===== config.mk =====
export PLATFORM = sky130hd
export DESIGN_NAME = ccc_csr_writeback
export DESIGN_NICKNAME = d
export VERILOG_FILES = /design/src/rtl/ccc_csr_writeback.sv
export SDC_FILE = /design/constraint.sdc
export NUM_CORES = 1
export LEC_CHECK = 0
export ABC_AREA = 1
export CORE_ASPECT_RATIO = 0.75
export CORE_MARGIN = 2
export CORE_UTILIZATION = 47
export DETAILED_ROUTE_END_ITERATION = 7
export PLACE_DENSITY = 0.8
export SYNTH_ARGS = -nofsm -noshare
export SYNTH_HDL_FRONTEND = slang
export SYNTH_SLANG_ARGS = --single-unit

===== constraint.sdc =====
create_clock -name clk_i -period 2.25 [get_ports clk_i]
set_input_delay 0.45 -clock clk_i [delete_from_list [all_inputs] [get_ports clk_i]]
set_output_delay 0.45 -clock clk_i [all_outputs]
set_load 0.02 [all_outputs]

===== src/rtl/ccc_csr_writeback.sv =====
// CCC configuration write-back: validates decoded CCC updates, strobes the CSR
// hardware-input fields once, then waits for the readback to confirm the change.
module ccc_csr_writeback #(
    parameter int          CONFIRM_TIMEOUT = 8,
    parameter logic [15:0] MIN_MXL         = 16'd8
) (
    input  logic        clk_i,
    input  logic        rst_ni,
    input  logic        req_valid_i,
    output logic        req_ready_o,
    input  logic [2:0]  req_type_i,
    input  logic        req_virtual_i,
    input  logic [15:0] req_data_i,
    input  logic [6:0]  sta_addr_i,
    input  logic [6:0]  virt_sta_addr_i,
    input  logic        sta_addr_valid_i,
    input  logic        virt_sta_addr_valid_i,
    input  logic [6:0]  dyn_addr_i,
    input  logic [6:0]  virt_dyn_addr_i,
    input  logic        dyn_addr_valid_i,
    input  logic        virt_dyn_addr_valid_i,
    input  logic [15:0] mwl_i,
    input  logic [15:0] mrl_i,
    output logic        dyn_we_o,
    output logic        virt_dyn_we_o,
    output logic [6:0]  dyn_addr_o,
    output logic [6:0]  virt_dyn_addr_o,
    output logic        dyn_valid_o,
    output logic        virt_dyn_valid_o,
    output logic        set_mwl_o,
    output logic        set_mrl_o,
    output logic [15:0] mxl_o,
    output logic        done_o,
    output logic        err_o,
    output logic [1:0]  err_code_o
);

    localparam logic [2:0] T_SETDASA  = 3'd0;
    localparam logic [2:0] T_SETAASA  = 3'd1;
    localparam logic [2:0] T_SETNEWDA = 3'd2;
    localparam logic [2:0] T_RSTDAA   = 3'd3;
    localparam logic [2:0] T_ENTDAA   = 3'd4;
    localparam logic [2:0] T_SETMWL   = 3'd5;
    localparam logic [2:0] T_SETMRL   = 3'd6;
    localparam logic [2:0] T_ILLEGAL  = 3'd7;

    localparam int              CNT_W   = $clog2(CONFIRM_TIMEOUT + 1);
    localparam logic [CNT_W-1:0] CNT_MAX = CNT_W'(CONFIRM_TIMEOUT);

    typedef enum logic [2:0] {S_IDLE, S_CHECK, S_WRITE, S_CONFIRM, S_FINISH} state_t;

    state_t            r_state;
    logic [2:0]        r_type;
    logic              r_virt;
    logic [15:0]       r_data;
    logic [6:0]        r_addr;
    logic [CNT_W-1:0]  r_cnt;
    logic [1:0]        r_code;
    logic              r_dyn_we, r_virt_dyn_we, r_dyn_valid, r_virt_dyn_valid;
    logic [6:0]        r_dyn_addr, r_virt_dyn_addr;
    logic              r_set_mwl, r_set_mrl;
    logic [15:0]       r_mxl;

    logic              w_is_addr, w_is_mxl;
    logic [6:0]        w_sel_dyn_addr, w_sel_sta_addr, w_new_addr;
    logic              w_sel_dyn_valid, w_sel_sta_valid, w_bad_addr;
    logic [1:0]        w_code;
    logic              w_match, w_reject, w_timeout;

    // Virtual selection only matters for address types; RSTDAA/MWL/MRL ignore it.
    always_comb begin
        w_is_addr = (r_type == T_SETDASA) || (r_type == T_SETAASA) ||
                    (r_type == T_SETNEWDA) || (r_type == T_ENTDAA);
        w_is_mxl  = (r_type == T_SETMWL) || (r_type == T_SETMRL);
        w_sel_dyn_addr  = r_virt ? virt_dyn_addr_i       : dyn_addr_i;
        w_sel_dyn_valid = r_virt ? virt_dyn_addr_valid_i : dyn_addr_valid_i;
        w_sel_sta_addr  = r_virt ? virt_sta_addr_i       : sta_addr_i;
        w_sel_sta_valid = r_virt ? virt_sta_addr_valid_i : sta_addr_valid_i;
        w_new_addr = (r_type == T_SETAASA) ? w_sel_sta_addr : r_data[7:1];
        w_bad_addr = (w_new_addr == 7'h00) || (w_new_addr == 7'h02) ||
                     (w_new_addr == 7'h7E) || (w_new_addr == 7'h7F);

        w_code = 2'd0;
        if (r_type == T_ILLEGAL)
            w_code = 2'd2;
        else if (w_is_addr && w_bad_addr)
            w_code = 2'd1;
        else if (((r_type == T_SETDASA) || (r_type == T_ENTDAA)) && w_sel_dyn_valid)
            w_code = 2'd2;
        else if ((r_type == T_SETAASA) && !w_sel_sta_valid)
            w_code = 2'd2;
        else if ((r_type == T_SETNEWDA) && !w_sel_dyn_valid)
            w_code = 2'd2;
        else if (w_is_mxl && (r_data < MIN_MXL))
            w_code = 2'd1;

        w_match = 1'b0;
        if (w_is_addr)
            w_match = (w_sel_dyn_addr == r_addr) && w_sel_dyn_valid;
        else if (r_type == T_RSTDAA)
            w_match = !dyn_addr_valid_i && !virt_dyn_addr_valid_i;
        else if (r_type == T_SETMWL)
            w_match = (mwl_i == r_data);
        else if (r_type == T_SETMRL)
            w_match = (mrl_i == r_data);
    end

    assign w_reject  = (r_state == S_CHECK) && (w_code != 2'd0);
    assign w_timeout = (r_state == S_CONFIRM) && !w_match && (r_cnt == CNT_MAX);

    assign req_ready_o      = (r_state == S_IDLE);
    assign done_o           = (r_state == S_CONFIRM) && w_match;
    assign err_o            = w_reject || w_timeout;
    assign err_code_o       = w_reject ? w_code : (w_timeout ? 2'd3 : r_code);
    assign dyn_we_o         = r_dyn_we;
    assign virt_dyn_we_o    = r_virt_dyn_we;
    assign dyn_addr_o       = r_dyn_addr;
    assign virt_dyn_addr_o  = r_virt_dyn_addr;
    assign dyn_valid_o      = r_dyn_valid;
    assign virt_dyn_valid_o = r_virt_dyn_valid;
    assign set_mwl_o        = r_set_mwl;
    assign set_mrl_o        = r_set_mrl;
    assign mxl_o            = r_mxl;

    always_ff @(posedge clk_i or negedge rst_ni) begin
        if (!rst_ni) begin
            r_state          <= S_IDLE;
            r_type           <= 3'd0;
            r_virt           <= 1'b0;
            r_data           <= 16'd0;
            r_addr           <= 7'd0;
            r_cnt            <= '0;
            r_code           <= 2'd0;
            r_dyn_we         <= 1'b0;
            r_virt_dyn_we    <= 1'b0;
            r_dyn_addr       <= 7'd0;
            r_virt_dyn_addr  <= 7'd0;
            r_dyn_valid      <= 1'b0;
            r_virt_dyn_valid <= 1'b0;
            r_set_mwl        <= 1'b0;
            r_set_mrl        <= 1'b0;
            r_mxl            <= 16'd0;
        end else begin
            // Strobe outputs are only non-zero for the single WRITE cycle.
            r_dyn_we         <= 1'b0;
            r_virt_dyn_we    <= 1'b0;
            r_dyn_addr       <= 7'd0;
            r_virt_dyn_addr  <= 7'd0;
            r_dyn_valid      <= 1'b0;
            r_virt_dyn_valid <= 1'b0;
            r_set_mwl        <= 1'b0;
            r_set_mrl        <= 1'b0;
            r_mxl            <= 16'd0;
            case (r_state)
                S_IDLE: begin
                    if (req_valid_i) begin
                        r_type  <= req_type_i;
                        r_virt  <= req_virtual_i;
                        r_data  <= req_data_i;
                        r_code  <= 2'd0;
                        r_state <= S_CHECK;
                    end
                end
                S_CHECK: begin
                    if (w_code != 2'd0) begin
                        r_code  <= w_code;
                        r_state <= S_FINISH;
                    end else begin
                        r_addr  <= w_new_addr;
                        r_cnt   <= '0;
                        r_state <= S_WRITE;
                        if (w_is_addr && r_virt) begin
                            r_virt_dyn_we    <= 1'b1;
                            r_virt_dyn_addr  <= w_new_addr;
                            r_virt_dyn_valid <= 1'b1;
                        end else if (w_is_addr) begin
                            r_dyn_we    <= 1'b1;
                            r_dyn_addr  <= w_new_addr;
                            r_dyn_valid <= 1'b1;
                        end else if (r_type == T_RSTDAA) begin
                            r_dyn_we      <= 1'b1;
                            r_virt_dyn_we <= 1'b1;
                        end else if (r_type == T_SETMWL) begin
                            r_set_mwl <= 1'b1;
                            r_mxl     <= r_data;
                        end else begin
                            r_set_mrl <= 1'b1;
                            r_mxl     <= r_data;
                        end
                    end
                end
                S_WRITE: r_state <= S_CONFIRM;
                S_CONFIRM: begin
                    if (w_match) begin
                        r_state <= S_FINISH;
                    end else if (r_cnt == CNT_MAX) begin
                        r_code  <= 2'd3;
                        r_state <= S_FINISH;
                    end else begin
                        r_cnt <= r_cnt + CNT_W'(1);
                    end
                end
                S_FINISH: r_state <= S_IDLE;
                default:  r_state <= S_IDLE;
            endcase
        end
    end

endmodule

==> reports/qor.txt <==
Rel. slew slack -> 10.8%
clock sink count -> 72
Final Hold Viols -> 0
Setup Viol. Count Final -> 49
syn avg cell area -> 7.59 µm²
Max VDD drop -> 761 µV
ys flop type -> dfrtp_1
worst hold slack -> 0.119 ns
largest net degree at the start of global routing -> 73
Post-Synthesis Cells -> 550
Yosys warnings -> 0
CTS tree -> built
Worst-Skew Late Latency -> 0.34 ns
DRT Pass-1 Iters -> 5
CP max FO -> 4
area leader, netlist -> dfrtp_1
estimated wirelength of the detail-placed design -> 9100 µm
Post-DRT Antenna Nets -> 0
status -> complete, but fails checks
Post-Syn Nets -> 639
first-pass GRT wire length -> 20900 µm
Hold Crit Class -> input port to async pin
most common cell in the netlist -> nand2_1
FILL cells -> 509
WP data arrival -> 2.20 ns
total track usage -> 27.1%
number of global-route vias before repair -> 4434
sequential share of power -> 22.6%
Slew @ Worst Pin -> 1.34 ns
area delta synth->final -> 64.9%
dpl ws -> -0.730 ns
Setup TNS Final -> -8.36 ns
H-tree depth -> 3
pwr/cell area -> 1320 nW/µm²
# DRC -> 0
Routed WL per cell -> 16.9 µm
CTS Hold Bufs -> 0
DR vias/cell -> 5.30
I/O pin cnt -> 128
RSZ-0062 raised after global routing -> true
fmax -> 377 MHz
Clock Path Buffers -> 2
Die Ht -> 85.6 µm
crit start category -> input port
CP required -> 1.80 ns
max-slew violations -> 0
# diodes -> 0
full die area -> 9660 µm²
Clock power frac -> 15.5%
synthesis-stage register bit count -> 72
TritonCTS Buffers -> 9
Int Pwr -> 0.00507 W
Final nets -> 859
Design Area, Final -> 6880 µm²
iteration-0 DRC count of the detailed router -> 398
clock skew -> 0.00719 ns
flop2flop setup slack -> -0.18 ns
fraction of registers with async set/reset -> 100%
Yosys cell types -> 33
Rows -> 29
fin worst setup slack -> -0.404 ns
Synth area leaders -> dfrtp_1, nand2_1, nor2_1, inv_1, nor3_2
core footprint -> 8530 µm²
initial antenna violation count -> 0
FF+latch area -> 1800 µm²
fin crit period -> 2.65 ns
combinational share of power -> 61.9%
IO Port Bufs -> 127
DR vias -> 4675
Max-cap violations -> 0
failing checks -> negative setup slack
chip width -> 113 µm
Yosys top cell area share -> 43.2%
sequential area share after synthesis -> 43.2%
total congestion overflow -> 0
WL final -> 14900 µm
WS Path Type -> input port to primary output
routability cong. -> 0.894
share of post-route cells with drive strength above 1 -> 28.6%
mapped cell area -> 4170 µm²
Initial Utilization -> 48.9%
area after detailed placement -> 6050 µm²
Pwr Total -> 0.00907 W
period utilization -> 118%
clk slew on worst S/H paths -> 0.06 ns
Root Driver -> clkbuf_16
Leakage -> 3.43 nW
Sw Ratio -> 44.1%
EDFF count, synth -> 0
area of the multi-input gates -> 2300 µm²
critical path capture point type -> primary output
Commonest cells post-synth -> nand2_1, nor2_1, dfrtp_1
sw power -> 0.00400 W
registers in the layout, indices dropped and copies added (netlist names), 2 cells and up:
name             count
r_addr               7
mxl_o               16
r_data              16
r_code               2
r_type               3
r_state              3
r_cnt                4
dyn_addr_o           7
virt_dyn_addr_o      7
logic make-up after synthesis:
family	share of synthesized area, %
xor gates and xnor gates	3.99
adders and majority gates	0.600
DFF	43.2
buffers and inverters	9.27
and+or+nand+nor	37.6
AOI/OAI and AO/OA	5.37
layout make-up:
type / count / area share, %
multi-input combinational: 395 / 33.5
timing repair buffer: 220 / 30.1
sequential: 72 / 26.2
inverter: 72 / 4.04
clock buffer: 11 / 3.53
tap: 108 / 1.96
clock inverter: 4 / 0.654
placed cells by master, fill, tap and decap left out, types with 8 or more instances in the layout:
cell             instances
dfrtp_1                 70
nand3_1                 20
nand4_1                  8
a21oi_1                 21
nand2_1                131
buf_6                   12
clkbuf_16               11
buf_4                   80
clkdlybuf4s50_1        120
nor2_1                  73
nor2_2                   8
xor2_1                   9
nor3_4                  11
xnor2_1                 10
nand2_2                 37
inv_1                   65
what timing repair did:
item / in CTS / in global routing
resized for setup: 53 / 68
endpoints found under the setup margin: 4 / 51
buffers inserted: 6 / 8
cloned: 2 / 5
pin swaps: 17 / 30
critical path, cell delays in order:
cell	delay (ns)
clkdlybuf4s50_1	0.50
inv_1	0.05
nand2_1	0.07
nand2_1	0.07
nor2_1	0.14
nand2_1	0.08
nor2_1	0.18
nand3_2	0.13
nand4_4	0.13
nor2_4	0.05
o21ai_2	0.13
nand2_1	0.08
buf_6	0.13
routing by layer:
layer  global-route usage [%]  share of wire (%)
met3                     6.08                7.6
met1                     34.5                 39
met5                        0                  0
met2                     47.5                 50
met4                     6.21                3.1
power by group through the flow:
| stage | clock (W) | combinational, W | sequential [W] |
|---|---|---|---|
| final | 0.00141 | 0.00561 | 0.00205 |
| after global routing | 0.00147 | 0.00601 | 0.00209 |
| after CTS | 0.00141 | 0.00464 | 0.00201 |
| after detailed placement | 0 | 0.00435 | 0.00203 |
| after global placement | 0 | 0.00423 | 0.00200 |
| after floorplan | 0 | 0.00234 | 0.00216 |
worst paths after layout:
path | start | to | cells past startpoint
setup / recovery | mrl_i[6] | err_code_o[1] | 13
hold / removal | rst_ni | mxl_o[0] | 2
setup reg to reg | r_virt | r_addr[0] | 15
hold reg to reg | r_code[0] | r_code[0] | 2
max in group asynchronous | rst_ni | r_type[0] | 2
min in group clk_i | r_code[0] | r_code[0] | 2
stage by stage:
| step | utilization [%] | cells |
|---|---|---|
| after detailed placement | 70.9 | 846 |
| after global routing | 80.7 | 882 |
| after CTS | 76.0 | 869 |
| final | 80.7 | 882 |
| after floorplan | - | 550 |
| after global placement | 70.9 | 846 |
Power figures use the tool's default switching activity.
